<file path="config.mk">
export PLATFORM = sky130hd
export DESIGN_NAME = adsr_env
export DESIGN_NICKNAME = d
export VERILOG_FILES = /design/src/rtl/adsr_pkg.sv /design/src/rtl/adsr_tick.sv /design/src/rtl/adsr_env.sv
export SDC_FILE = /design/constraint.sdc
export NUM_CORES = 1
export LEC_CHECK = 0
export CAP_MARGIN = 20
export CORE_ASPECT_RATIO = 1.5
export CORE_MARGIN = 1
export CORE_UTILIZATION = 45
export CTS_CLUSTER_DIAMETER = 80
export CTS_CLUSTER_SIZE = 16
export DETAILED_ROUTE_END_ITERATION = 16
export HOLD_SLACK_MARGIN = 0.05
export PLACE_DENSITY_LB_ADDON = 0.15
export SLEW_MARGIN = 0
export SYNTH_ARGS = -nofsm -noshare
export SYNTH_HDL_FRONTEND = slang
export SYNTH_SLANG_ARGS = --single-unit
</file>
<file path="constraint.sdc">
create_clock -name clk -period 5.26 [get_ports clk]
set_input_delay 1.315 -clock clk [delete_from_list [all_inputs] [get_ports clk]]
set_output_delay 1.315 -clock clk [all_outputs]
set_load 0.05 [all_outputs]
</file>
<file path="src/rtl/adsr_pkg.sv">
// Shared types and constants for the ADSR envelope generator.
package adsr_pkg;

    typedef enum logic [2:0] {
        StIdle    = 3'd0,
        StAttack  = 3'd1,
        StDecay   = 3'd2,
        StSustain = 3'd3,
        StRelease = 3'd4
    } adsr_state_e;

    localparam int unsigned ACC_W_DEF = 16;
    localparam logic [15:0] ACC_MAX   = 16'hFFFF;

endpackage

</file>
<file path="src/rtl/adsr_tick.sv">
// Envelope-rate prescaler: one-cycle tick every PRESCALE main-clock cycles.
module adsr_tick #(
    parameter int unsigned PRESCALE = 512
) (
    input  logic clk,
    input  logic arstn,
    input  logic clear,
    output logic tick
);

    localparam int unsigned CW = (PRESCALE > 1) ? $clog2(PRESCALE) : 1;
    localparam logic [CW-1:0] CntMax = CW'(PRESCALE - 1);

    logic [CW-1:0] cnt_q, cnt_d;

    always_ff @(posedge clk or negedge arstn) begin
        if (!arstn) begin
            cnt_q <= '0;
        end else begin
            cnt_q <= cnt_d;
        end
    end

    always_comb begin
        tick  = (cnt_q == CntMax);
        cnt_d = cnt_q + CW'(1);
        if (clear || tick) begin
            cnt_d = '0;
        end
    end

endmodule

</file>
<file path="src/rtl/adsr_env.sv">
// ADSR envelope generator; muted and held in IDLE while configuration is programmed.
module adsr_env
    import adsr_pkg::*;
#(
    parameter int unsigned PRESCALE = 512,
    parameter int unsigned ACC_W    = ACC_W_DEF
) (
    input  logic       clk,
    input  logic       arstn,
    input  logic [7:0] adsr_ai,
    input  logic [7:0] adsr_di,
    input  logic [7:0] adsr_s,
    input  logic [7:0] adsr_ri,
    input  logic       trig,
    input  logic       progn,
    output logic [7:0] env,
    output logic       active
);

    localparam int unsigned AW1 = ACC_W + 1;
    localparam logic [ACC_W-1:0] AccMax = {ACC_W{1'b1}};

    logic        progn_meta_q, progn_sync_q;
    logic        clear, tick;

    adsr_state_e      state_q, state_d;
    logic [ACC_W-1:0] acc_q, acc_d;
    logic [ACC_W-1:0] s_tgt;
    logic [ACC_W:0]   att_sum, dec_diff, rel_diff;
    logic             att_done, dec_done, rel_done;

    // Reset value 0 keeps the envelope muted until programming is known finished.
    always_ff @(posedge clk or negedge arstn) begin
        if (!arstn) begin
            progn_meta_q <= 1'b0;
            progn_sync_q <= 1'b0;
        end else begin
            progn_meta_q <= progn;
            progn_sync_q <= progn_meta_q;
        end
    end

    assign clear = ~progn_sync_q;

    adsr_tick #(
        .PRESCALE (PRESCALE)
    ) u_tick (
        .clk   (clk),
        .arstn (arstn),
        .clear (clear),
        .tick  (tick)
    );

    // Extra headroom bit so neither the add nor the subtracts can wrap.
    always_comb begin
        s_tgt    = {adsr_s, {(ACC_W-8){1'b0}}};
        att_sum  = {1'b0, acc_q} + AW1'(adsr_ai);
        dec_diff = {1'b0, acc_q} - AW1'(adsr_di);
        rel_diff = {1'b0, acc_q} - AW1'(adsr_ri);
        att_done = (adsr_ai == 8'd0) || (att_sum >= {1'b0, AccMax});
        dec_done = (adsr_di == 8'd0) || dec_diff[ACC_W] || (dec_diff <= {1'b0, s_tgt});
        rel_done = (adsr_ri == 8'd0) || ({1'b0, acc_q} <= AW1'(adsr_ri));
    end

    always_ff @(posedge clk or negedge arstn) begin
        if (!arstn) begin
            state_q <= StIdle;
            acc_q   <= '0;
        end else begin
            state_q <= state_d;
            acc_q   <= acc_d;
        end
    end

    // Gate changes are checked before the completion/arithmetic conditions.
    always_comb begin
        state_d = state_q;
        acc_d   = acc_q;
        if (clear) begin
            state_d = StIdle;
            acc_d   = '0;
        end else begin
            case (state_q)
                StIdle: begin
                    if (tick) begin
                        acc_d = '0;
                        if (trig) state_d = StAttack;
                    end
                end
                StAttack: begin
                    if (tick) begin
                        if (!trig) begin
                            state_d = StRelease;
                        end else if (att_done) begin
                            acc_d   = AccMax;
                            state_d = StDecay;
                        end else begin
                            acc_d = att_sum[ACC_W-1:0];
                        end
                    end
                end
                StDecay: begin
                    if (tick) begin
                        if (!trig) begin
                            state_d = StRelease;
                        end else if (dec_done) begin
                            acc_d   = s_tgt;
                            state_d = StSustain;
                        end else begin
                            acc_d = dec_diff[ACC_W-1:0];
                        end
                    end
                end
                StSustain: begin
                    if (tick) begin
                        acc_d = s_tgt;
                        if (!trig) state_d = StRelease;
                    end
                end
                StRelease: begin
                    if (tick) begin
                        if (trig) begin
                            state_d = StAttack;
                        end else if (rel_done) begin
                            acc_d   = '0;
                            state_d = StIdle;
                        end else begin
                            acc_d = rel_diff[ACC_W-1:0];
                        end
                    end
                end
                default: begin
                    state_d = StIdle;
                    acc_d   = '0;
                end
            endcase
        end
    end

    always_comb begin
        env    = acc_q[ACC_W-1 -: 8];
        active = (state_q != StIdle);
    end

endmodule

</file>
---- After elaboration in Yosys (flattened, before gate mapping) ----
Cells that the tools add are included.
word-level totals
  bits of input ports ..................... 36
  register bits after elaboration ......... 30
  output and inout bits ................... 9
cells by class
  bitwise gates (word level) .............. 1
  eq/ne operators ......................... 18
  add/sub/neg operators ................... 4
  mux-type cells .......................... 29
  magnitude comparators ................... 3
  reductions and logical operators ........ 12
operators with widths
  cell                                                                  number
  two-way mux 16 bit                                                    12
  one-hot mux 16 bit (5 select lines)                                   1
  two-way mux 3 bit                                                     14
  inequality test 3 bit (second input constant)                         10
  logical NOT 8 bit                                                     3
  adder 16 x 8 -> 17 bit                                                1
  greater-or-equal comparator 17 x 16 -> 1 bit (second input constant)  1
  less-or-equal comparator 17 x 16 -> 1 bit                             1
  subtractor 16 x 8 -> 17 bit                                           1
  less-or-equal comparator 16 x 8 -> 1 bit                              1
  subtractor 16 x 8 -> 16 bit                                           1
  one-hot mux 3 bit (5 select lines)                                    1
  inequality test 4 bit (second input constant)                         3
  AND reduction 10 bit                                                  1
  adder 9 x 1 -> 9 bit (second input constant)                          1
  equality test 9 bit (second input constant)                           1
  two-way mux 9 bit                                                     1
  AND reduction 8 bit                                                   1
  equality test 3 x 2 -> 1 bit (second input constant)                  2
  logical OR 1 bit                                                      5
  equality test 3 x 1 -> 1 bit (second input constant)                  1
  equality test 3 bit (second input constant)                           1
  logical NOT 3 bit                                                     1
  nonzero test 3 bit                                                    1
  inverter 1 bit                                                        1

---- Longest topological paths before layout ----
  depth after elaboration ................. 8
  mapped depth ............................ 22
  mapped depth without buffers ............ 21

---- Cells and area by module ----
Synthesis repeated with hierarchy kept, for this count alone.
unflattened totals
  cells, all modules ...................... 495
  area, all modules ....................... 3823.7 um^2
by module, submodules not included
  module     instances  cells each  area each (um^2)
  adsr_env   1          455         3413.3
  adsr_tick  1          40          410.4

---- Worst setup path after synthesis ----
Ideal clock, no wire load.
  path kind ............................... input-to-reg
  start point ............................. in adsr_di[0]
  end point ............................... reg state_q[0]
  setup time .............................. 0.125 ns
  path buffers ............................ 0
  stages .................................. 20
  slack ................................... 0.495 ns
  data arrival time ....................... 4.640 ns
  cell sequence ........................... ha_1 -> inv_1 -> fa_1 -> a21o_1 -> nand4_1 -> a21boi_1 -> o21ai_0 -> and2_1 -> nand2_1 -> xnor2_1 -> ha_1 -> and3_1 -> o21ai_0 -> a21oi_1 -> nor3_1 -> a311oi_2 -> o31ai_4 -> o22ai_2 -> a31o_4 -> mux2_4
between the ends
  longest elaborated chain between the ends .. 5
  elaborated cells on any way between the ends .. 7
  those cells by class .................... add/sub: 1; order compare: 1; eq/ne: 1; reduce/logical: 4
RTL lines
  element                                                                        RTL line                        RTL
  from (decl)                                                                    adsr_env.sv:11                  input logic [7:0] adsr_di,
  subtractor 16 x 8 -> 17 bit or logical NOT 8 bit (tied branches)               adsr_env.sv:58, adsr_env.sv:61
  less-or-equal comparator 17 x 16 -> 1 bit or logical OR 1 bit (tied branches)  adsr_env.sv:61                  dec_done = (adsr_di == 8'd0) || dec_diff[ACC_W] || (dec_diff <= {1'b0, s_tgt});
  logical OR 1 bit *                                                             adsr_env.sv:61
  inequality test 4 bit (no source line) *                                       -
  AND reduction 10 bit (no source line) *                                        -
  to (signal assigned)                                                           adsr_env.sv:67                  state_q <= StIdle;
  to (signal assigned)                                                           adsr_env.sv:70                  state_q <= state_d;
  to (decl)                                                                      adsr_env.sv:26                  adsr_state_e state_q, state_d;
Every way passes the cells marked *; elsewhere a longest branch is shown, timed or not.
A chain may end at the register's enable or synchronous reset.

---- Worst setup path in the final report ----
  start point ............................. in adsr_di[5]
  end point ............................... reg acc_q[9]
between the ends
  longest elaborated chain between the ends .. 8
  elaborated cells on any way between the ends .. 10
  those cells by class .................... add/sub: 1; order compare: 1; mux: 5; reduce/logical: 3
RTL lines
  element                                                                        RTL line                        RTL
  subtractor 16 x 8 -> 17 bit or logical NOT 8 bit (tied branches)               adsr_env.sv:58, adsr_env.sv:61
  less-or-equal comparator 17 x 16 -> 1 bit or logical OR 1 bit (tied branches)  adsr_env.sv:61
  logical OR 1 bit                                                               adsr_env.sv:61
  two-way mux 16 bit *                                                           adsr_env.sv:106                 end else if (dec_done) begin
  two-way mux 16 bit *                                                           adsr_env.sv:104                 if (!trig) begin
  two-way mux 16 bit *                                                           adsr_env.sv:103                 if (tick) begin
  one-hot mux 16 bit (5 select lines) *                                          adsr_env.sv:83                  case (state_q)
  two-way mux 16 bit *                                                           adsr_env.sv:79                  if (clear) begin
  to (signal assigned)                                                           adsr_env.sv:68                  acc_q <= '0;
  to (signal assigned)                                                           adsr_env.sv:71                  acc_q <= acc_d;
  to (decl)                                                                      adsr_env.sv:27                  logic [ACC_W-1:0] acc_q, acc_d;
Every way passes the cells marked *; elsewhere a longest branch is shown, timed or not. The select of a mux whose other input is x is not followed.

==> summary.md <==
| Metric | Value |
|---|---|
| Outcome | finished clean |
| Syn_area_per_cell | 7.97 sq um |
| Global Route Usage Sum | 0.263 |
| Core region area | 0.00836 sq mm |
| Buffers added on ports | 44 |
| Y dimension of the die | 116 microns |
| Share of the clock period used by the worst path | 0.976 |
| Placed wire-length estimate after detailed placement | 9.21 mm |
| Launch point of the critical path | adsr_di[5] |
| Max-slew headroom at the worst pin | 0.380 |
| Initial drt markers | 258 |
| Worst min-delay path class | reg2reg |
| Total number of placement rows | 41 |
| Fin crit period | 5.14 ns |
| Weighted congestion reported at the end of routability-driven placement | 0.929 |
| Internal Pwr Total | 782 uW |
| Clock group share of total power | 0.217 |
| Fraction of synthesized cell area taken by the top area cell type | 0.193 |
| Crit path to | acc_q[9] |
| Reported net switching power | 572 uW |
| Clock Root Buffer | sky130_fd_sc_hd__clkbuf_16 |
| Number of max-cap violations | 0 |
| Effective utilization at floorplan | 0.464 |
| Number of enable-type register cells in the synthesized netlist | 0 |
| Most used cells in the layout excluding fill and tap cells | sky130_fd_sc_hd__nand2_1, sky130_fd_sc_hd__clkdlybuf4s50_1, sky130_fd_sc_hd__inv_1 |
| Net switching fraction of the power | 0.422 |
| Max Used Layer | met4 |
| Predominant post-synthesis flop cell | sky130_fd_sc_hd__dfrtp_1 |
| GRT overflow | 0 |
| Vias in the first global route | 3717 |
| Routed wirelength normalized by instance count | 17.9 microns |
| Length of routed met3 wiring | 476 microns |
| Power density over cell area | 287 mW/mm^2 |
| Slack of the worst reg-to-reg path | 1.07 ns |
| Antenna violations before repair | 0 |
| Worst Setup End Kind | register |
| Static power due to leakage | 0.00216 uW |
| Arrival @ worst endpoint | 5.29 ns |
| Clock buffers created by TritonCTS | 5 |
| Critical path startpoint category | input pin |
| Critical R2R Capture | acc_q[9] |
| Horizontal die dimension | 77.8 microns |
| Leading cell types by total area after synthesis | sky130_fd_sc_hd__dfrtp_1, sky130_fd_sc_hd__ha_1, sky130_fd_sc_hd__xnor2_1, sky130_fd_sc_hd__a21oi_1, sky130_fd_sc_hd__nand2_1 |
| DR WL met2 | 5.95 mm |
| Warning count from the yosys run | 0 |
| Highest net fanout along the worst path | 5 |
| Clock tree from TritonCTS | yes |
| Clock sink count | 30 |
| Total number of nets in the final design | 611 |
| Post-detailed-route count of antenna-violating nets | 0 |
| Maximum buffer depth of the clock tree | 2 |
| Die Area | 0.00901 sq mm |
| Worst VDD drop | 248 uV |
| Clk_skew | 0.00566 ns |
| Synthesized instance count | 487 |
| Total number of vias | 3846 |
| Area growth syn-to-layout | 21.6% |
| Number of detailed-route iterations in the first pass | 5 |
| Ports | 45 |
| Synthesized Nets | 560 |
| Final count of pins violating max slew | 0 |
| Area after detailed placement | 0.00441 sq mm |
| Number of hold buffers added after CTS | 0 |
| DRC violations left | 0 |
| Maximum number of pins on one net before global-route repair | 31 |
| Vias per Instance | 5.95 |
| Clock transition at the register clock pins on the worst setup and hold paths after CTS | 0.05 ns |
| Layout cell share with drive strength beyond 1 | 0.154 |
| Share of the yosys chip area belonging to registers | 0.193 |
| Share of async-settable or async-resettable flops after synthesis | 1.00 |
| Worst R2R Path Depth | 22 |
| Wirelength, routed | 11.6 mm |
| Met1 layer wirelength in the final routing | 4.52 mm |
| Hold Vio Cnt, Final | 0 |
| Proportion of power drawn by combinational gates | 0.548 |
| Worst hold slack | 0.360 ns |
| Post-layout instance area | 0.00472 sq mm |
| Critical Path RT | 5.41 ns |
| Reg2reg start | acc_q[0] |
| Leading area contributor after synthesis | sky130_fd_sc_hd__dfrtp_1 |
| Mapped Area | 0.00388 sq mm |
| Clock latency of the later-clocked register in the worst-skew pair | 0.28 ns |
| Wire length of the first global-routing pass | 18.3 mm |
| Inserted Diodes | 0 |
| Sequential fraction of design power | 0.235 |
| Flip-flop and latch count after synthesis | 30 |
| Total setup violations reported at the end of the flow | 0 |
| Top achievable clock speed | 0.195 GHz |
| Kind of critical path | in2reg |
| Number of levels in the clock H-tree | 2 |
| Number of distinct library cells after synthesis | 84 |
| Slew at the pin with the worst max-slew slack | 0.927 ns |
worst min-delay path by stage:
| stage | to | slack, ns | cells after the start | from |
|---|---|---|---|---|
| finish | progn_sync_q | 0.36 | 0 | progn_meta_q |
| global route | progn_sync_q | 0.37 | 0 | progn_meta_q |
| CTS | progn_sync_q | 0.36 | 0 | progn_meta_q |
| detailed placement | progn_sync_q | 0.34 | 0 | progn_meta_q |
| global placement | progn_sync_q | 0.35 | 0 | progn_meta_q |
| floorplan | progn_sync_q | 0.33 | 0 | progn_meta_q |
worst max-delay path, stage by stage:
cell and delay [ns]:
sky130_fd_sc_hd__clkdlybuf4s50_1 0.48, sky130_fd_sc_hd__inv_1 0.07, sky130_fd_sc_hd__ha_4 0.24, sky130_fd_sc_hd__a2111o_1 0.42, sky130_fd_sc_hd__o21ai_2 0.19, sky130_fd_sc_hd__nor2_2 0.06, sky130_fd_sc_hd__nor3_2 0.14, sky130_fd_sc_hd__buf_4 0.14
sky130_fd_sc_hd__nand2_1 0.08, sky130_fd_sc_hd__xnor2_2 0.15, sky130_fd_sc_hd__ha_1 0.33, sky130_fd_sc_hd__and3_4 0.20, sky130_fd_sc_hd__o21ai_1 0.06, sky130_fd_sc_hd__a21oi_1 0.14, sky130_fd_sc_hd__nor3_1 0.06, sky130_fd_sc_hd__a311oi_2 0.27
sky130_fd_sc_hd__o31ai_4 0.15, sky130_fd_sc_hd__buf_4 0.16, sky130_fd_sc_hd__or2_4 0.27, sky130_fd_sc_hd__mux2i_2 0.26, sky130_fd_sc_hd__o211ai_1 0.11
cell families after synthesis:
kind of cell | Yosys count | synth area share
AOI/OAI and AO/OA | 136 | 0.256
xor gates and xnor gates | 39 | 0.0880
adders and majority gates | 38 | 0.128
buffers and inverters | 71 | 0.0964
DFF | 30 | 0.193
muxes | 6 | 0.0181
and+or+nand+nor | 167 | 0.220
layer usage:
metal  global-route usage  vias up
li1                     -     1854
met5                    0        -
met4                0.150        0
met3               0.0276       38
met2                0.480      128
met1                0.298     1826
registers in the layout, indices dropped and copies added (netlist names):
| signal | cells |
|---|---|
| progn_meta_q | 1 |
| u_tick.cnt_q | 9 |
| state_q | 3 |
| acc_q | 16 |
| progn_sync_q | 1 |
layout make-up:
type,instances,area (sq um)
inverters,41,154
repair buffers,74,672
clock inverters,2,12.5
fillers,771,3640
flip-flops and latches,30,751
well taps,107,134
multi-input cells,386,2860
clock buffers,6,139
synth_stat cells (3+ instances only):
cell,count
sky130_fd_sc_hd__a211o_1,5
sky130_fd_sc_hd__a21o_1,8
sky130_fd_sc_hd__a21oi_1,34
sky130_fd_sc_hd__and3_1,7
sky130_fd_sc_hd__buf_2,3
sky130_fd_sc_hd__buf_4,10
sky130_fd_sc_hd__buf_6,6
sky130_fd_sc_hd__clkbuf_1,7
sky130_fd_sc_hd__dfrtp_1,30
sky130_fd_sc_hd__fa_1,3
sky130_fd_sc_hd__ha_1,34
sky130_fd_sc_hd__inv_1,41
sky130_fd_sc_hd__mux2i_1,4
sky130_fd_sc_hd__nand2_1,44
sky130_fd_sc_hd__nand2b_1,4
sky130_fd_sc_hd__nand3_1,13
sky130_fd_sc_hd__nand4_1,6
sky130_fd_sc_hd__nand4b_1,3
sky130_fd_sc_hd__nor2_1,40
sky130_fd_sc_hd__nor2b_1,4
sky130_fd_sc_hd__nor3_1,9
sky130_fd_sc_hd__nor3b_1,3
sky130_fd_sc_hd__nor3b_2,3
sky130_fd_sc_hd__nor4_1,9
sky130_fd_sc_hd__o211ai_1,6
sky130_fd_sc_hd__o21a_1,3
sky130_fd_sc_hd__o21ai_0,32
sky130_fd_sc_hd__o221ai_1,3
sky130_fd_sc_hd__o32a_1,4
sky130_fd_sc_hd__or3_1,7
sky130_fd_sc_hd__xnor2_1,24
sky130_fd_sc_hd__xor2_1,15
stage by stage:
step | setup slack [ns] | std cells | total power [uW] | util | TNS (ns)
final | 0.124 | 646 | 1350 | 0.564 | 0
after global routing | -0.0395 | 646 | 1440 | 0.564 | -0.187
after CTS | 0.0102 | 640 | 1290 | 0.547 | 0
after detailed placement | -0.391 | 632 | 989 | 0.528 | -5.19
after global placement | -0.345 | 632 | 983 | 0.528 | -4.24
after floorplan | 0.495 | 487 | 803 | - | 0
timing repair:
action,4_1_cts,5_1_grt
pin swaps,0,16
buffers inserted,0,6
gates cloned,0,0
setup endpoints to repair,12,19
gates resized for setup,3,23
power groups by stage:
stage | logic [uW] | clock network [uW] | registers (uW)
after detailed placement | 671 | 0 | 318
final | 742 | 294 | 318
after floorplan | 533 | 0 | 270
after CTS | 677 | 295 | 314
after global routing | 810 | 305 | 322
after global placement | 665 | 0 | 318
Power figures use the tool's default switching activity.
==> variant (same settings) <==
Register the output `env`, with the module's reset; this adds one clock of latency there. The other outputs are not delayed to match.
--- a/src/rtl/adsr_env.sv
+++ b/src/rtl/adsr_env.sv
@@ -20,4 +20,6 @@
     localparam int unsigned AW1 = ACC_W + 1;
     localparam logic [ACC_W-1:0] AccMax = {ACC_W{1'b1}};
+
+    logic [7:0] env_d;
 
     logic        progn_meta_q, progn_sync_q;
@@ -139,6 +141,14 @@
 
     always_comb begin
-        env    = acc_q[ACC_W-1 -: 8];
+        env_d  = acc_q[ACC_W-1 -: 8];
         active = (state_q != StIdle);
+    end
+
+    always_ff @(posedge clk or negedge arstn) begin
+        if (!arstn) begin
+            env <= '0;
+        end else begin
+            env <= env_d;
+        end
     end
 
Formal check against the unedited RTL: no difference found for any inputs over 10 cycles, from zero or initial values and one cycle with arstn low; that may be too few to reach the edited logic, so the function may still have changed.
==> variant against the original RTL <==
  * Core utilization increased by 2.8 points
  * Area after synthesis increased by 2.0%
  * Final area rose by 6.3%
  * First-iteration DRC count rose by 31%
  * Worst setup slack better by 0.0059 ns
  * Sequential cell count is 8 higher
  * Critical path depth shrank 4
  * Critical path type unchanged
  * Non-clock buffer count down 2
  * Wire length grew 4.4%
  * Register-to-register slack gained 0.03 ns
  * Count of clock-buffer cells in the layout is 1 lower
  * Fmax is 0.12% higher
Power is not compared: it rests on default switching activity, and its combinational part moved more than twofold at a synthesized area within 25%.
==> variant: results (changes against the original RTL) <==
{| class="wikitable"
! Metric !! Value
|-
| Fraction of the yosys area taken by sequential cells || 24.03% (+4.7 points)
|-
| Met1 Wirelength || 4452 um (-1.6%)
|-
| Xor/xnor share of the synthesized area || 7.525% (-1.3 points)
|-
| Clock transition time at the flip-flop clock pins of the worst setup and hold paths || 0.07 ns (+0.02 ns)
|-
| Net total in the final layout || 620 (+1.5%)
|-
| Post-detailed-routing wire length || 12080 um (+4.4%)
|-
| Registers with the most flip-flops || acc_q x16, u_tick.cnt_q x9, env x8
|-
| Arrival time at the worst endpoint || 5.30 ns (about the same)
|-
| Number of iterations in the first detailed-routing pass || 5 (unchanged)
|-
| Crit path largest cell delay || 0.48 ns (about the same)
|-
| Layout cells sized above 1 || 13.87% (-1.5 points)
|-
| Length of routed met2 wiring || 6281 um (+5.6%)
|-
| Net count of the mapped netlist || 561 (+0.18%)
|-
| All-layer global routing usage || 27.27% (+0.93 points)
|-
| Combinational share of power || 14.3%
|-
| Number of unique standard cell types used by synthesis || 72 (-14%)
|-
| Met3 Usage GRT || 3.798% (+1.0 points)
|-
| DP Wirelength || 9400 um (+2.1%)
|-
| Transition time at the pin with the least slew margin || 0.8870 ns (-0.04049 ns)
|-
| Share of synthesized area spent on multiplexers || 2.466% (+0.66 points)
|-
| Length of routed met3 wiring || 655 um (+38%)
|-
| Final weighted congestion of routability-driven global placement || 0.8972 (-3.4%)
|-
| Family with the most delay on the worst path || compound AO/OA/AOI/OAI gates
|-
| First-pass GRT wire length || 19180 um (+5.1%)
|-
| DRT iter0 DRCs || 338 (+31%)
|-
| Synthesized-area fraction occupied by ao, oa, aoi and oai cells || 27.03% (+1.4 points)
|-
| Beginning of the worst hold path || progn_meta_q
|-
| Status || complete, no violations
|-
| Adder-cell share of the synthesized area || 12.27% (-0.50 points)
|-
| Maximum number of pins on one net before global-route repair || 39 (+26%)
|-
| Post-synth top cells || inv_1, a21oi_1, dfrtp_1, nor2_1
|-
| Met2 routing resource usage after global routing || 50.84% (+2.9 points)
|-
| Via-to-Cell Ratio || 6.174 (+3.7%)
|-
| Worst setup timing slack at the placement stage || -0.3749 ns (+0.01610 ns)
|-
| Setup skew after layout || 0.008835 ns (+0.003175 ns)
|-
| Met1 layer usage reported by global route || 28.77% (-1.0 points)
|-
| Top cells by area in the synthesized netlist || dfrtp_1, ha_1, a21oi_1, xor2_1, inv_1
|-
| Worst-path maximum fanout || 5 (unchanged)
|}
-- variant: cell count changes after synthesis, sizes merged, moves of 6 or more --
cell | before | now
o21ai | 35 | 24
xnor2 | 24 | 16
dfrtp | 30 | 38
nand2 | 45 | 34
a21oi | 35 | 41
buf | 20 | 6
nand2b | 4 | 11
-- variant: stage by stage --
step | hold WS [ns] | utilization [%] | cells | area, um2
2_1_floorplan | 0.3312 | - | 488 | 3958
3_3_place_gp | 0.3458 | 54.65 | 643 | 4626
3_5_place_dp | 0.3418 | 54.65 | 643 | 4626
4_1_cts | 0.3646 | 57.07 | 651 | 4831
5_1_grt | 0.3746 | 59.22 | 655 | 5012
6_report | 0.3589 | 59.22 | 655 | 5012
-- variant: what timing repair did --
item	CTS	global route
endpoints found under the setup margin	5	14
hold buffers	0	0
cloned	0	0
buffers inserted	0	4
resized for setup	2	30
pin swaps	1	18
-- variant: cells by family after synthesis --
| family | after synthesis |
|---|---|
| adder cells (fa/ha/maj) | 37 |
| AND/OR/NAND/NOR | 158 |
| flip-flops | 38 |
| AO/OA/AOI/OAI | 151 |
| XOR/XNOR | 34 |
| multiplexers | 9 |
| buffers and inverters | 61 |
-- variant: worst paths after layout --
check | slack (ns) | cells past startpoint | endpoint
max | 0.13 | 17 | acc_q[1]
min | 0.36 | 0 | progn_sync_q
max reg2reg | 1.10 | 18 | acc_q[1]
min reg2reg | 0.36 | 0 | progn_sync_q
max in group asynchronous | 3.55 | 1 | state_q[0]
min in group asynchronous | 1.15 | 1 | u_tick.cnt_q[5]
-- variant: layout make-up --
type,count,area [um2]
clock inverters,3,68.82
flip-flops and latches,38,950.9
well taps,107,133.9
multi-input cells,389,2927
fillers,769,3452
repair buffers,72,653.1
clock buffers,5,125.1
inverters,41,153.9
